===== config.mk =====
export PLATFORM = sky130hd
export DESIGN_NAME = nibble_serial_sub_ctrl
export DESIGN_NICKNAME = d
export VERILOG_FILES = /design/src/rtl/sub_ctrl_pkg.sv /design/src/rtl/subtractor_4bit.sv /design/src/rtl/nibble_serial_sub_ctrl.sv
export SDC_FILE = /design/constraint.sdc
export NUM_CORES = 1
export LEC_CHECK = 0
export ABC_AREA = 1
export CORE_MARGIN = 5
export CORE_UTILIZATION = 30
export DETAILED_ROUTE_END_ITERATION = 10
export PLACE_DENSITY_LB_ADDON = 0.15
export SLEW_MARGIN = 25
export SYNTH_ARGS = -nofsm -noshare
export SYNTH_HDL_FRONTEND = slang
export SYNTH_SLANG_ARGS = --single-unit

===== constraint.sdc =====
create_clock -name clk -period 4.8 [get_ports clk]
set_input_delay 0.48 -clock clk [delete_from_list [all_inputs] [get_ports clk]]
set_output_delay 0.48 -clock clk [all_outputs]
set_load 0.1 [all_outputs]

===== src/rtl/sub_ctrl_pkg.sv =====
// Shared definitions for the nibble-serial subtract controller:
// FSM state encoding, datapath nibble width and the width legality check.
package sub_ctrl_pkg;

  typedef enum logic [1:0] {
    IDLE = 2'd0,
    RUN  = 2'd1,
    DONE = 2'd2
  } state_e;

  localparam int unsigned NIBBLE_W  = 4;
  localparam int unsigned MIN_WIDTH = 8;

  // Operand width must split into whole nibbles and cover at least two passes.
  function automatic bit width_legal(input int unsigned w);
    return ((w % NIBBLE_W) == 0) && (w >= MIN_WIDTH);
  endfunction

endpackage


===== src/rtl/subtractor_4bit.sv =====
// 4-bit ripple-borrow subtractor: diff = a - b - bin, bout = borrow out of bit 3.
module subtractor_4bit (
  input  logic [3:0] a_i,
  input  logic [3:0] b_i,
  input  logic       bin_i,
  output logic [3:0] diff_o,
  output logic       bout_o
);

  // Bit-serial borrow ripple through the four full-subtractor cells.
  always_comb begin
    logic borrow;
    diff_o = '0;
    borrow = bin_i;
    for (int unsigned i = 0; i < 4; i++) begin
      diff_o[i] = a_i[i] ^ b_i[i] ^ borrow;
      borrow    = (~a_i[i] & b_i[i]) | (~(a_i[i] ^ b_i[i]) & borrow);
    end
    bout_o = borrow;
  end

endmodule


===== src/rtl/nibble_serial_sub_ctrl.sv =====
// Nibble-serial WIDTH-bit subtractor (a - b - bin) built around one 4-bit
// ripple subtractor, LSB nibble first, borrow chained through a register.
// Optional macro SUB_ZERO_FLAG_EN adds a registered 'zero' result flag.
module nibble_serial_sub_ctrl
  import sub_ctrl_pkg::*;
#(
  parameter int unsigned WIDTH = 16
) (
  input  logic             clk,
  input  logic             rst,
  input  logic             start_valid,
  output logic             start_ready,
  input  logic [WIDTH-1:0] a,
  input  logic [WIDTH-1:0] b,
  input  logic             bin,
  output logic             done_valid,
  input  logic             done_ready,
  output logic [WIDTH-1:0] diff,
  output logic             bout,
  output logic             busy
`ifdef SUB_ZERO_FLAG_EN
  ,
  output logic             zero
`endif
);

  localparam int unsigned NIBBLES = WIDTH / NIBBLE_W;
  localparam int unsigned CNT_W   = (NIBBLES > 1) ? $clog2(NIBBLES) : 1;
  localparam logic [CNT_W-1:0] LAST_NIB = CNT_W'(NIBBLES - 1);

  if (!width_legal(WIDTH)) begin : g_width_check
    $error("nibble_serial_sub_ctrl: WIDTH must be a multiple of 4 and >= 8");
  end

  state_e           state_q, state_d;
  logic [CNT_W-1:0] cnt_q, cnt_d;
  logic             borrow_q, borrow_d;
  logic [WIDTH-1:0] a_q, a_d;
  logic [WIDTH-1:0] b_q, b_d;
  logic [WIDTH-1:0] diff_q, diff_d;
  logic             bout_q, bout_d;

  logic [NIBBLE_W-1:0] nib_a, nib_b, nib_diff;
  logic                nib_bout;

  assign nib_a = a_q[cnt_q*NIBBLE_W +: NIBBLE_W];
  assign nib_b = b_q[cnt_q*NIBBLE_W +: NIBBLE_W];

  subtractor_4bit u_nib (
    .a_i   (nib_a),
    .b_i   (nib_b),
    .bin_i (borrow_q),
    .diff_o(nib_diff),
    .bout_o(nib_bout)
  );

  // Next-state logic: accept in IDLE, one nibble per cycle in RUN, hold in DONE.
  always_comb begin
    state_d  = state_q;
    cnt_d    = cnt_q;
    borrow_d = borrow_q;
    a_d      = a_q;
    b_d      = b_q;
    diff_d   = diff_q;
    bout_d   = bout_q;
    case (state_q)
      IDLE: begin
        if (start_valid) begin
          a_d      = a;
          b_d      = b;
          borrow_d = bin;   // borrow register carries bin into nibble 0
          cnt_d    = '0;
          state_d  = RUN;
        end
      end
      RUN: begin
        diff_d[cnt_q*NIBBLE_W +: NIBBLE_W] = nib_diff;
        borrow_d = nib_bout;
        cnt_d    = cnt_q + 1'b1;
        if (cnt_q == LAST_NIB) begin
          bout_d  = nib_bout;
          state_d = DONE;
        end
      end
      DONE: begin
        if (done_ready) state_d = IDLE;
      end
      default: state_d = IDLE;
    endcase
  end

  // State and datapath registers with asynchronous abort on reset.
  always_ff @(posedge clk or posedge rst) begin
    if (rst) begin
      state_q  <= IDLE;
      cnt_q    <= '0;
      borrow_q <= 1'b0;
      a_q      <= '0;
      b_q      <= '0;
      diff_q   <= '0;
      bout_q   <= 1'b0;
    end else begin
      state_q  <= state_d;
      cnt_q    <= cnt_d;
      borrow_q <= borrow_d;
      a_q      <= a_d;
      b_q      <= b_d;
      diff_q   <= diff_d;
      bout_q   <= bout_d;
    end
  end

  assign start_ready = (state_q == IDLE);
  assign done_valid  = (state_q == DONE);
  assign busy        = (state_q != IDLE);
  assign diff        = diff_q;
  assign bout        = bout_q;

`ifdef SUB_ZERO_FLAG_EN
  logic zero_q, zero_d;

  // Zero flag is captured from the completed difference on entry to DONE.
  always_comb begin
    zero_d = zero_q;
    if (state_q == RUN && cnt_q == LAST_NIB) zero_d = (diff_d == '0);
  end

  // Zero flag register, held alongside diff.
  always_ff @(posedge clk or posedge rst) begin
    if (rst) zero_q <= 1'b0;
    else     zero_q <= zero_d;
  end

  assign zero = zero_q;
`else
  // No zero flag in this build.
`endif

endmodule


==> tab_implementation.tex <==
\begin{tabular}{lr}
\hline
Metric & Value \\
\hline
\multicolumn{2}{l}{\textbf{Run status}} \\
Outcome & complete, no violations \\
\multicolumn{2}{l}{\textbf{Logic synthesis}} \\
Post-synthesis instance area & 2770 um\^{}2 \\
Async SR Flop Fraction & 100\% \\
Avg Synthesized Cell Area & 8.25 um\^{}2 \\
Cell count after synthesis & 335 \\
Area leader, netlist & dfrtp\_1 \\
Number of enable flip-flop cells after synthesis & 0 \\
Top-count cell post-synth & nand2\_1 \\
Top FF cell, synth & dfrtp\_1 \\
Warnings from Yosys & 0 \\
Proportion of synthesized chip area in sequential cells & 48.9\% \\
Proportion of netlist area held by the largest area contributor & 48.9\% \\
Synth area leaders & dfrtp\_1 (49\%), nand2\_1 (17\%), nand3\_1 (10\%) \\
Synth Register Bits & 54 \\
Library cells used by synthesis & 21 \\
Number of nets produced by synthesis & 382 \\
List of most frequent post-synthesis cells & nand2\_1 (128), nand3\_1 (55), dfrtp\_1 (54) \\
\multicolumn{2}{l}{\textbf{Clock tree}} \\
CTS Buf Count & 5 \\
Post-CTS Repair Setup Buffers & 0 \\
Clock tree from TritonCTS & yes \\
Clock transition at the register clock pins on the worst setup and hold paths after CTS & 90 ps \\
Sink count of the clock tree & 54 \\
Resize count post-CTS & 0 \\
Clock latency reported for the late side of the worst-skew pair & 310 ps \\
Total number of H-tree levels & 2 \\
Quantity of hold-fixing buffers added after cts & 0 \\
Buffer cell driving the clock tree root & clkbuf\_8 \\
Longest Clk Path Bufs & 2 \\
\multicolumn{2}{l}{\textbf{Power and ir drop}} \\
Sequential group share of total power & 30.4\% \\
Clk network pwr share & 10.0\% \\
Share of total power in combinational logic & 59.6\% \\
Leakage component of the power & 1.70 nW \\
IR Drop Worst-Case VDD & 0.193 mV \\
Post-layout total power & 2.68 mW \\
Internal & 1.24 mW \\
Switching Fraction & 53.7\% \\
Ratio of total power to cell area & 777 nW/um\^{}2 \\
Sw power & 1.44 mW \\
\multicolumn{2}{l}{\textbf{Routing}} \\
DRC errors left & 0 \\
Total iterations of the first detailed-routing run & 4 \\
Remaining antenna violation count & 0 \\
Routed len/inst & 13.0 um \\
Detailed-route via count & 2,242 \\
Detailed-route wire length & 6430 um \\
Vias per cell & 4.53 \\
Number of violations reported at the end of detailed-routing iteration 0 & 103 \\
\multicolumn{2}{l}{\textbf{Min path}} \\
Worst min-delay path category & reg2reg \\
\multicolumn{2}{l}{\textbf{Timing}} \\
Unrepaired setup endpoints after global routing & no \\
Final number of hold-violating endpoints & 0 \\
Min cycle time layout & 3560 ps \\
Setup Total Neg Slack & 0 ps \\
Final worst path period share & 74.1\% \\
Transition at the pin with the smallest max-transition slack & 975 ps \\
Max-slew violation count & 0 \\
Count of endpoints failing setup in the final report & 0 \\
Worst clock skew & 6.77 ps \\
Maximum frequency from static timing analysis & 281 MHz \\
Max-Slew Margin vs Limit & 34.8\% \\
\multicolumn{2}{l}{\textbf{Cells and area}} \\
Number of antenna cells inserted & 0 \\
Synth-to-layout area growth & 24.7\% \\
Utilization of the core after routing & 37.9\% \\
Share of post-route cells with drive strength above 1 & 6.25\% \\
Final-layout fill cell count & 1,019 \\
Final Net Count & 430 \\
\multicolumn{2}{l}{\textbf{Die}} \\
Width of the chip & 106 um \\
DIE HEIGHT & 106 um \\
Effective utilization at floorplan & 30.4\% \\
Row count & 35 \\
Die Footprint & 11,200 um\^{}2 \\
I/O pins & 57 \\
Floorplan Core Area & 9110 um\^{}2 \\
\multicolumn{2}{l}{\textbf{Placement}} \\
Placer Congestion & 0.828 \\
DPL Wire Length & 4760 um \\
Count of buffers inserted at the top-level ports & 56 \\
\multicolumn{2}{l}{\textbf{Setup path}} \\
Largest driver fanout on the critical path & 26 \\
WP data arrival & 3790 ps \\
Critical Path End Type & register \\
Required time of the worst setup path & 5030 ps \\
Startpoint class of the critical path & register \\
Kind of critical path & reg2reg \\
\multicolumn{2}{l}{\textbf{Global route}} \\
Wire length of the first global-routing pass & 11,100 um \\
Overall Global Routing Usage & 12.0\% \\
Total global routing overflow & 0 \\
Largest net degree at the start of global routing & 55 \\
Number of antenna violations at the first check in global routing & 0 \\
Via count of the first global-routing pass & 2,370 \\
\multicolumn{2}{l}{\textbf{Flow run}} \\
Max-capacitance violation count & 0 \\
\hline
\end{tabular}
[through the flow]
step / std cells / worst slack (ps) / instance area (um^2) / hold WS, ps
2_1_floorplan: 335 / 2050 / 2770 / 437
3_3_place_gp: 487 / 1320 / 3350 / 461
3_5_place_dp: 487 / 1260 / 3350 / 466
4_1_cts: 495 / 1240 / 3450 / 490
5_1_grt: 495 / 931 / 3450 / 520
6_report: 495 / 1240 / 3450 / 481
[per-layer routing]
metal  vias to the layer above  part of all wire [%]  global-route usage [%]
met5                         -                     0                       0
met2                        46                    48                    20.9
li1                       1160                     -                       -
met4                         0                   1.3                    2.78
met3                         7                   4.0                    2.67
met1                      1029                    46                    15.2
[cells in the final DEF, fill, tap and decap left out, types with 2 or more instances in the layout]
| cell | netlist | layout |
|---|---|---|
| nand2_1 | 128 | 128 |
| clkdlybuf4s50_1 | 0 | 56 |
| nand3_1 | 55 | 55 |
| dfrtp_1 | 54 | 54 |
| nor2_1 | 20 | 20 |
| inv_1 | 17 | 16 |
| o21ai_0 | 14 | 14 |
| ha_1 | 6 | 6 |
| clkbuf_8 | 0 | 6 |
| nand2_4 | 4 | 4 |
| o211ai_1 | 4 | 4 |
| fa_1 | 4 | 4 |
| inv_2 | 2 | 3 |
| nor2_2 | 2 | 2 |
| nand3_2 | 2 | 2 |
| nand4_1 | 2 | 2 |
| buf_4 | 4 | 2 |
[flip-flops by register name, summed over array words and instances, names as in the netlist]
| signal | count |
|---|---|
| bout | 1 |
| a_q | 16 |
| b_q | 16 |
| borrow_q | 1 |
| diff | 16 |
| state_q | 2 |
| cnt_q | 2 |
[power by group through the flow]
stage	sequential (mW)	clock [mW]	combinational [mW]
after global routing	0.846	0.295	1.80
after global placement	0.828	0	1.60
after detailed placement	0.829	0	1.62
after floorplan	1.06	0	1.03
final	0.815	0.268	1.60
after CTS	0.820	0.277	1.62
[worst paths after layout]
kind                            startpoint          to  slack, ps  cells after the start
worst max register to register    cnt_q[0]    diff[15]       1240                     13
worst min register to register        bout        bout        480                      2
worst min-delay path                  bout        bout        480                      2
max in group asynchronous              rst      a_q[8]       3680                      3
min in group asynchronous              rst  state_q[1]        670                      3
worst max-delay path              cnt_q[0]    diff[15]       1240                     13
[area by class of cell]
class                      instances  area [um^2]  area share, %
multi-input combinational        244         1210           35.1
inverter                          20         77.6           2.25
tap                              111          139           4.03
sequential                        54         1350           39.2
clock inverter                     2         12.5          0.363
clock buffer                       6         82.6           2.39
timing repair buffer              58          576           16.7
[worst max-delay path, cell delays in order, from the launching register on]
cell and delay (ps):
dfrtp_1 870, inv_2 360, nand2_1 150, o211ai_1 90
nand2_1 100, fa_1 150, inv_1 50, fa_1 370
fa_1 370, inv_1 80, fa_1 430, nor2_1 210
nand3_1 90, o21ai_0 170
[cells by family after synthesis]
group | share of synthesized area [%]
adder cells (fa/ha/maj) | 5.61
AND/OR/NAND/NOR | 34.3
AO/OA/AOI/OAI | 3.89
flip-flops | 48.9
buffers and inverters | 7.38
(Power assumes the default switching activity.)
